### config.mk
export PLATFORM = sky130hd
export DESIGN_NAME = seq_arith
export DESIGN_NICKNAME = d
export VERILOG_FILES = /design/src/rtl/seq_arith.sv
export SDC_FILE = /design/constraint.sdc
export NUM_CORES = 1
export LEC_CHECK = 0
export CORE_ASPECT_RATIO = 0.5
export CORE_UTILIZATION = 60
export DETAILED_ROUTE_END_ITERATION = 8
export PLACE_DENSITY = 0.8
export SLEW_MARGIN = 30
export SYNTH_ARGS = -nofsm -noshare
export SYNTH_HDL_FRONTEND = slang
export SYNTH_SLANG_ARGS = --single-unit
### constraint.sdc
create_clock -name clk -period 7.35 [get_ports clk]
set_input_delay 1.47 -clock clk [delete_from_list [all_inputs] [get_ports clk]]
set_output_delay 1.47 -clock clk [all_outputs]
set_load 0.02 [all_outputs]
### src/rtl/seq_arith.sv
`default_nettype none
// +----------------------------------------------------------------------------+
// | Module      : seq_arith                                                    |
// | Description : Sequential unsigned arithmetic unit with a start/done        |
// |               handshake. Supports add, sub, unsigned min and an optional   |
// |               iterative shift-add multiply. Each op reports an             |
// |               overflow/borrow flag alongside the result.                   |
// | Ports       : clk    - rising-edge clock                                   |
// |               reset  - asynchronous active-low reset                       |
// |               start  - request, sampled only while idle                    |
// |               op     - 0=add 1=sub 2=mul 3=min                             |
// |               a, b   - operands, sampled one cycle after start            |
// |               result - registered result, held until the next completion  |
// |               done   - high when idle/complete, low while busy             |
// |               ovf    - carry/borrow/multiply-overflow flag                 |
// | Revision    : 1.0 - initial release                                        |
// +----------------------------------------------------------------------------+
module seq_arith #(
    parameter int WIDTH  = 32,
    parameter int MUL_EN = 1
) (
    input  logic             clk,
    input  logic             reset,
    input  logic             start,
    input  logic [1:0]       op,
    input  logic [WIDTH-1:0] a,
    input  logic [WIDTH-1:0] b,
    output logic [WIDTH-1:0] result,
    output logic             done,
    output logic             ovf
);

    localparam int         c_CNT_W = $clog2(WIDTH);

    localparam logic [1:0] c_IDLE  = 2'd0;
    localparam logic [1:0] c_LATCH = 2'd1;
    localparam logic [1:0] c_EXEC  = 2'd2;
    localparam logic [1:0] c_MUL   = 2'd3;

    localparam logic [1:0] c_OP_ADD = 2'd0;
    localparam logic [1:0] c_OP_SUB = 2'd1;
    localparam logic [1:0] c_OP_MUL = 2'd2;
    localparam logic [1:0] c_OP_MIN = 2'd3;

    logic [1:0]       r_state;
    logic [WIDTH-1:0] r_a;
    logic [WIDTH-1:0] r_b;
    logic [1:0]       r_op;

    // Single-cycle datapath, one extra bit to catch carry/borrow
    logic [WIDTH:0]   w_sum;
    logic [WIDTH:0]   w_diff;
    logic [WIDTH-1:0] w_min;

    // Handshake from the multiplier (constant zero when it is omitted)
    logic             w_mul_last;
    logic [WIDTH-1:0] w_mul_lo;
    logic             w_mul_ovf;

    always_comb begin
        w_sum  = {1'b0, r_a} + {1'b0, r_b};
        w_diff = {1'b0, r_a} - {1'b0, r_b};
        w_min  = (r_a < r_b) ? r_a : r_b;
    end

    generate
        if (MUL_EN != 0) begin : g_mul
            logic [2*WIDTH-1:0] r_mul_a;
            logic [WIDTH-1:0]   r_mul_b;
            logic [2*WIDTH-1:0] r_acc;
            logic [c_CNT_W-1:0] r_cnt;
            logic [2*WIDTH-1:0] w_acc_next;

            localparam logic [c_CNT_W-1:0] c_CNT_LAST = c_CNT_W'(WIDTH - 1);

            always_comb begin
                w_acc_next = r_mul_b[0] ? (r_acc + r_mul_a) : r_acc;
            end

            // Operands are loaded straight from the ports in the LATCH cycle so
            // the shifting copies are ready on the first MUL cycle.
            always_ff @(posedge clk or negedge reset) begin
                if (!reset) begin
                    r_mul_a <= '0;
                    r_mul_b <= '0;
                    r_acc   <= '0;
                    r_cnt   <= '0;
                end else if (r_state == c_LATCH && op == c_OP_MUL) begin
                    r_mul_a <= {{WIDTH{1'b0}}, a};
                    r_mul_b <= b;
                    r_acc   <= '0;
                    r_cnt   <= '0;
                end else if (r_state == c_MUL) begin
                    r_acc   <= w_acc_next;
                    r_mul_a <= r_mul_a << 1;
                    r_mul_b <= r_mul_b >> 1;
                    r_cnt   <= r_cnt + c_CNT_W'(1);
                end
            end

            // Completion uses the accumulator value being formed this cycle
            assign w_mul_last = (r_state == c_MUL) && (r_cnt == c_CNT_LAST);
            assign w_mul_lo   = w_acc_next[WIDTH-1:0];
            assign w_mul_ovf  = |w_acc_next[2*WIDTH-1:WIDTH];
        end else begin : g_no_mul
            assign w_mul_last = 1'b0;
            assign w_mul_lo   = '0;
            assign w_mul_ovf  = 1'b0;
        end
    endgenerate

    always_ff @(posedge clk or negedge reset) begin
        if (!reset) begin
            r_state <= c_IDLE;
            r_a     <= '0;
            r_b     <= '0;
            r_op    <= '0;
            result  <= '0;
            done    <= 1'b0;
            ovf     <= 1'b0;
        end else begin
            case (r_state)
                c_IDLE: begin
                    if (start) begin
                        done    <= 1'b0;
                        r_state <= c_LATCH;
                    end else begin
                        done    <= 1'b1;
                    end
                end
                c_LATCH: begin
                    r_a  <= a;
                    r_b  <= b;
                    r_op <= op;
                    if (op == c_OP_MUL && MUL_EN != 0) begin
                        r_state <= c_MUL;
                    end else begin
                        r_state <= c_EXEC;
                    end
                end
                c_EXEC: begin
                    case (r_op)
                        c_OP_ADD: begin
                            result <= w_sum[WIDTH-1:0];
                            ovf    <= w_sum[WIDTH];
                        end
                        c_OP_SUB: begin
                            result <= w_diff[WIDTH-1:0];
                            ovf    <= w_diff[WIDTH];
                        end
                        c_OP_MIN: begin
                            result <= w_min;
                            ovf    <= 1'b0;
                        end
                        default: begin
                            // Multiply requested on an instance without one
                            result <= '0;
                            ovf    <= 1'b1;
                        end
                    endcase
                    done    <= 1'b1;
                    r_state <= c_IDLE;
                end
                c_MUL: begin
                    if (w_mul_last) begin
                        result  <= w_mul_lo;
                        ovf     <= w_mul_ovf;
                        done    <= 1'b1;
                        r_state <= c_IDLE;
                    end
                end
                default: begin
                    r_state <= c_IDLE;
                end
            endcase
        end
    end

endmodule
`default_nettype wire

==> summary.md <==
| Metric | Value |
|---|---|
| Largest net degree at the start of global routing | `163` |
| Critical path destination | `result[12]` |
| Drt total wl | `58.73 mm` |
| CTS buffer count | `26` |
| Total power | `0.01146 W` |
| Max-slew violation count | `0` |
| F_max | `224.4 MHz` |
| Hpwl dp | `42.87 mm` |
| Die span in x | `253.8 µm` |
| Share of layout cells above drive strength 1 | `7.106%` |
| Antenna viol nets, final | `0` |
| Highest-count cells in the layout ignoring fill and taps | `nand2_1, dfrtp_1, nor2_1` |
| Syn Inst Count | `2273` |
| Core ar. | `30740 µm²` |
| RR Endpoint | `result[12]` |
| Initial antenna violation count | `0` |
| Slew HR | `34.32%` |
| WS Path Type | `reg -> reg` |
| Unique masters post-synth | `94` |
| Final-report hold violation count | `0` |
| CTS clk-pin slew, worst paths | `60 ps` |
| Setup_tns | `0 ps` |
| CTS Hold Buffers Added | `0` |
| CTS tree | `yes` |
| Pwr per Cell Area | `541.6 nW/µm²` |
| Num rows | `45` |
| CP most frequent cell | `o21ai_1` |
| Vias in the first global route | `16390` |
| CTS sink count | `267` |
| Crit path largest cell delay | `540 ps` |
| DR iter-0 viols | `1930` |
| Synth Flop Type | `dfrtp_1` |
| GPL Wtd Cong | `1.008` |
| Tmin final | `4456 ps` |
| Setup repair bufs after CTS | `0` |
| Max Cap Viol | `0` |
| CP Cell Sequence | `inv_1, ha_1, nor2b_1, o21ai_1, o21ai_1, nand3_1, a2111oi_2, o41ai_2, o31ai_2, o41a_2, buf_4, mux2_2, a221oi_1, o21ai_0` |
| Placed Cells incl. Taps | `2686` |
| Ports | `103` |
| DR vias/cell | `6.397` |
| Avg WL per Cell | `21.50 µm` |
| Net count after synthesis | `2474` |
| Worst Setup End Kind | `flop` |
| Mapped Area | `19020 µm²` |
| R2R cell count | `14` |
| First-pass GRT wire length | `91.79 mm` |
| Via count | `17470` |
| Root Buffer | `clkbuf_16` |
| Maximum vdd drop | `0.3227 mV` |
| # resized after CTS | `0` |
| Area grow syn2layout | `11.29%` |
| Critical path launch point type | `flop` |
| Port buffer count | `102` |
| Commonest non-fill, non-tap cell in the layout | `nand2_1` |
| Post-route insts no fill | `2731` |
| Initial core utilization | `61.87%` |
| Post-Syn Area per Cell | `8.368 µm²` |
| NumNets Final | `2493` |
| Leak Pwr | `9.399 nW` |
| Status | `complete, no violations` |
| Post-synth EDFFs | `0` |
| #FFs+latches synth | `267` |
| Worst-case clock buffer depth | `3` |
| Share of synthesized registers carrying an async set or reset | `100.0%` |
| Worst-Margin Slew | `981.6 ps` |
| Pre-antenna DRT Iters | `6` |
| Diodes inserted | `0` |
| Max FO, Critical Path | `23` |
| HP Class | `reg -> reg` |
| Final setup margin | `2894 ps` |
| Ys Warns | `0` |
| Slowest CP cell | `a2111oi_2` |
| Reg2reg setup slack | `2890 ps` |
| Die height | `127.9 µm` |
| Setup crit start | `r_b[1]` |
| Unrepaired setup endpoints after global routing | `false` |
| Critical path data required time | `7770 ps` |
| Clk_skew | `12.29 ps` |
| Finish-stage setup viols | `0` |
| GR Util All Layers | `36.09%` |
| CP arrival | `4880 ps` |
| Clk Latency, worst-skew pair | `560 ps` |
| Pre-CTS setup slack | `2985 ps` |
| Worst R2R Start | `r_b[1]` |
| DRC viols | `0` |
| Die Area | `32460 µm²` |
| H-tree levels | `1` |
| Fin crit share | `60.62%` |
| Sequential fraction of the synthesis area | `35.13%` |
| Gr ovfl total | `0` |
==> cells by family after synthesis <==
group | Yosys count | share of synthesized area [%]
AND/OR/NAND/NOR | 776 | 17.86
AO/OA/AOI/OAI | 702 | 23.71
flip-flops | 267 | 35.13
buffers and inverters | 204 | 4.585
adder cells (fa/ha/maj) | 132 | 8.801
multiplexers | 100 | 5.677
XOR/XNOR | 92 | 4.236
==> through the flow <==
| stage | area, µm² | utilization (%) | hold slack, ps |
|---|---|---|---|
| finish | 21170 | 68.86 | 475.3 |
| global route | 21170 | 68.86 | 501.2 |
| CTS | 21140 | 68.77 | 479.0 |
| detailed placement | 20200 | 65.71 | 463.7 |
| global placement | 20180 | 65.65 | 459.0 |
| floorplan | 19020 | - | 445.8 |
==> per-layer routing <==
metal,GRT usage (%),part of all wire [%],vias up,wire length [µm]
met4,8.363,2.3,0,1356
met2,55.48,44,709,25570
met3,6.822,8.4,101,4955
met5,0,0,-,0
met1,52.64,46,8519,26850
li1,-,-,8140,-
==> where the power goes <==
part,internal [W],switching (W)
registers,0.00212,0.000612
clock network,0.000916,0.000599
logic,0.00279,0.00443
==> critical path, delay by kind of cell, from the launching register on <==
family	cells	cell delay (ps)
AO/OA/AOI/OAI	8	2240
buffers and inverters	2	620
flip-flops	1	420
multiplexers	1	390
AND/OR/NAND/NOR	2	340
adder cells (fa/ha/maj)	1	300
==> cell type report <==
cell class,count,area [µm²]
Tap cell,423,529.3
Inverter,71,266.5
Fill cell,2602,9574
Clock inverter,8,190.2
Clock buffer,36,749.5
Multi-Input combinational cell,1802,11510
Sequential cell,267,6683
Timing Repair Buffer,124,1236
==> synth_stat cells, types with 6 or more instances <==
cell      count  share of area [%]
nand2_1     387                7.6
dfrtp_1     267                 35
nor2_1      189                3.7
a21oi_1     184                4.8
o21ai_0     179                4.7
ha_1        129                8.5
clkbuf_1     96                1.9
inv_1        67                1.3
a22oi_1      61                2.4
xnor2_1      58                2.7
mux2i_1      49                2.6
mux2_2       47                2.8
nor3_1       37               0.97
xor2_1       34                1.6
a21o_1       32                1.3
nand3_1      31               0.82
nand4_1      28               0.92
a31oi_1      23               0.76
o21bai_1     23               0.91
nor2b_1      19               0.62
o21ai_1      18               0.47
a211oi_1     17               0.67
nand2b_1     17               0.56
buf_2        16               0.42
o211ai_1     16               0.63
o21a_1       16               0.63
o31ai_1      15               0.59
o22ai_1      11               0.36
or3_1        11               0.36
buf_1        10               0.20
a221oi_1      9               0.41
a22o_1        8               0.37
and3_1        8               0.26
o221ai_1      8               0.37
and2_1        7               0.23
nor4_1        7               0.23
or2_2         7               0.23
a21boi_0      6               0.24
buf_6         6               0.36
nand3b_1      6               0.24
==> how the worst min path moves through the flow <==
stage / startpoint / endpoint / cells after the start
final: g_mul.r_mul_b[7] / g_mul.r_mul_b[7] / 2
after global placement: g_mul.r_mul_b[21] / g_mul.r_mul_b[21] / 2
after floorplan: g_mul.r_mul_b[28] / g_mul.r_mul_b[28] / 2
after CTS: g_mul.r_mul_b[21] / g_mul.r_mul_b[21] / 2
after detailed placement: g_mul.r_mul_b[21] / g_mul.r_mul_b[21] / 2
after global routing: g_mul.r_mul_b[23] / g_mul.r_mul_b[23] / 2
==> state kept, by name, indices dropped and copies added, names as in the netlist, 2 cells and up <==
| name | count |
|---|---|
| g_mul.r_acc | 64 |
| g_mul.r_mul_a | 64 |
| g_mul.r_mul_b | 32 |
| r_a | 32 |
| r_b | 32 |
| result | 32 |
| g_mul.r_cnt | 5 |
| r_op | 2 |
| r_state | 2 |
Note: power is estimated with default switching activity, not from simulation.
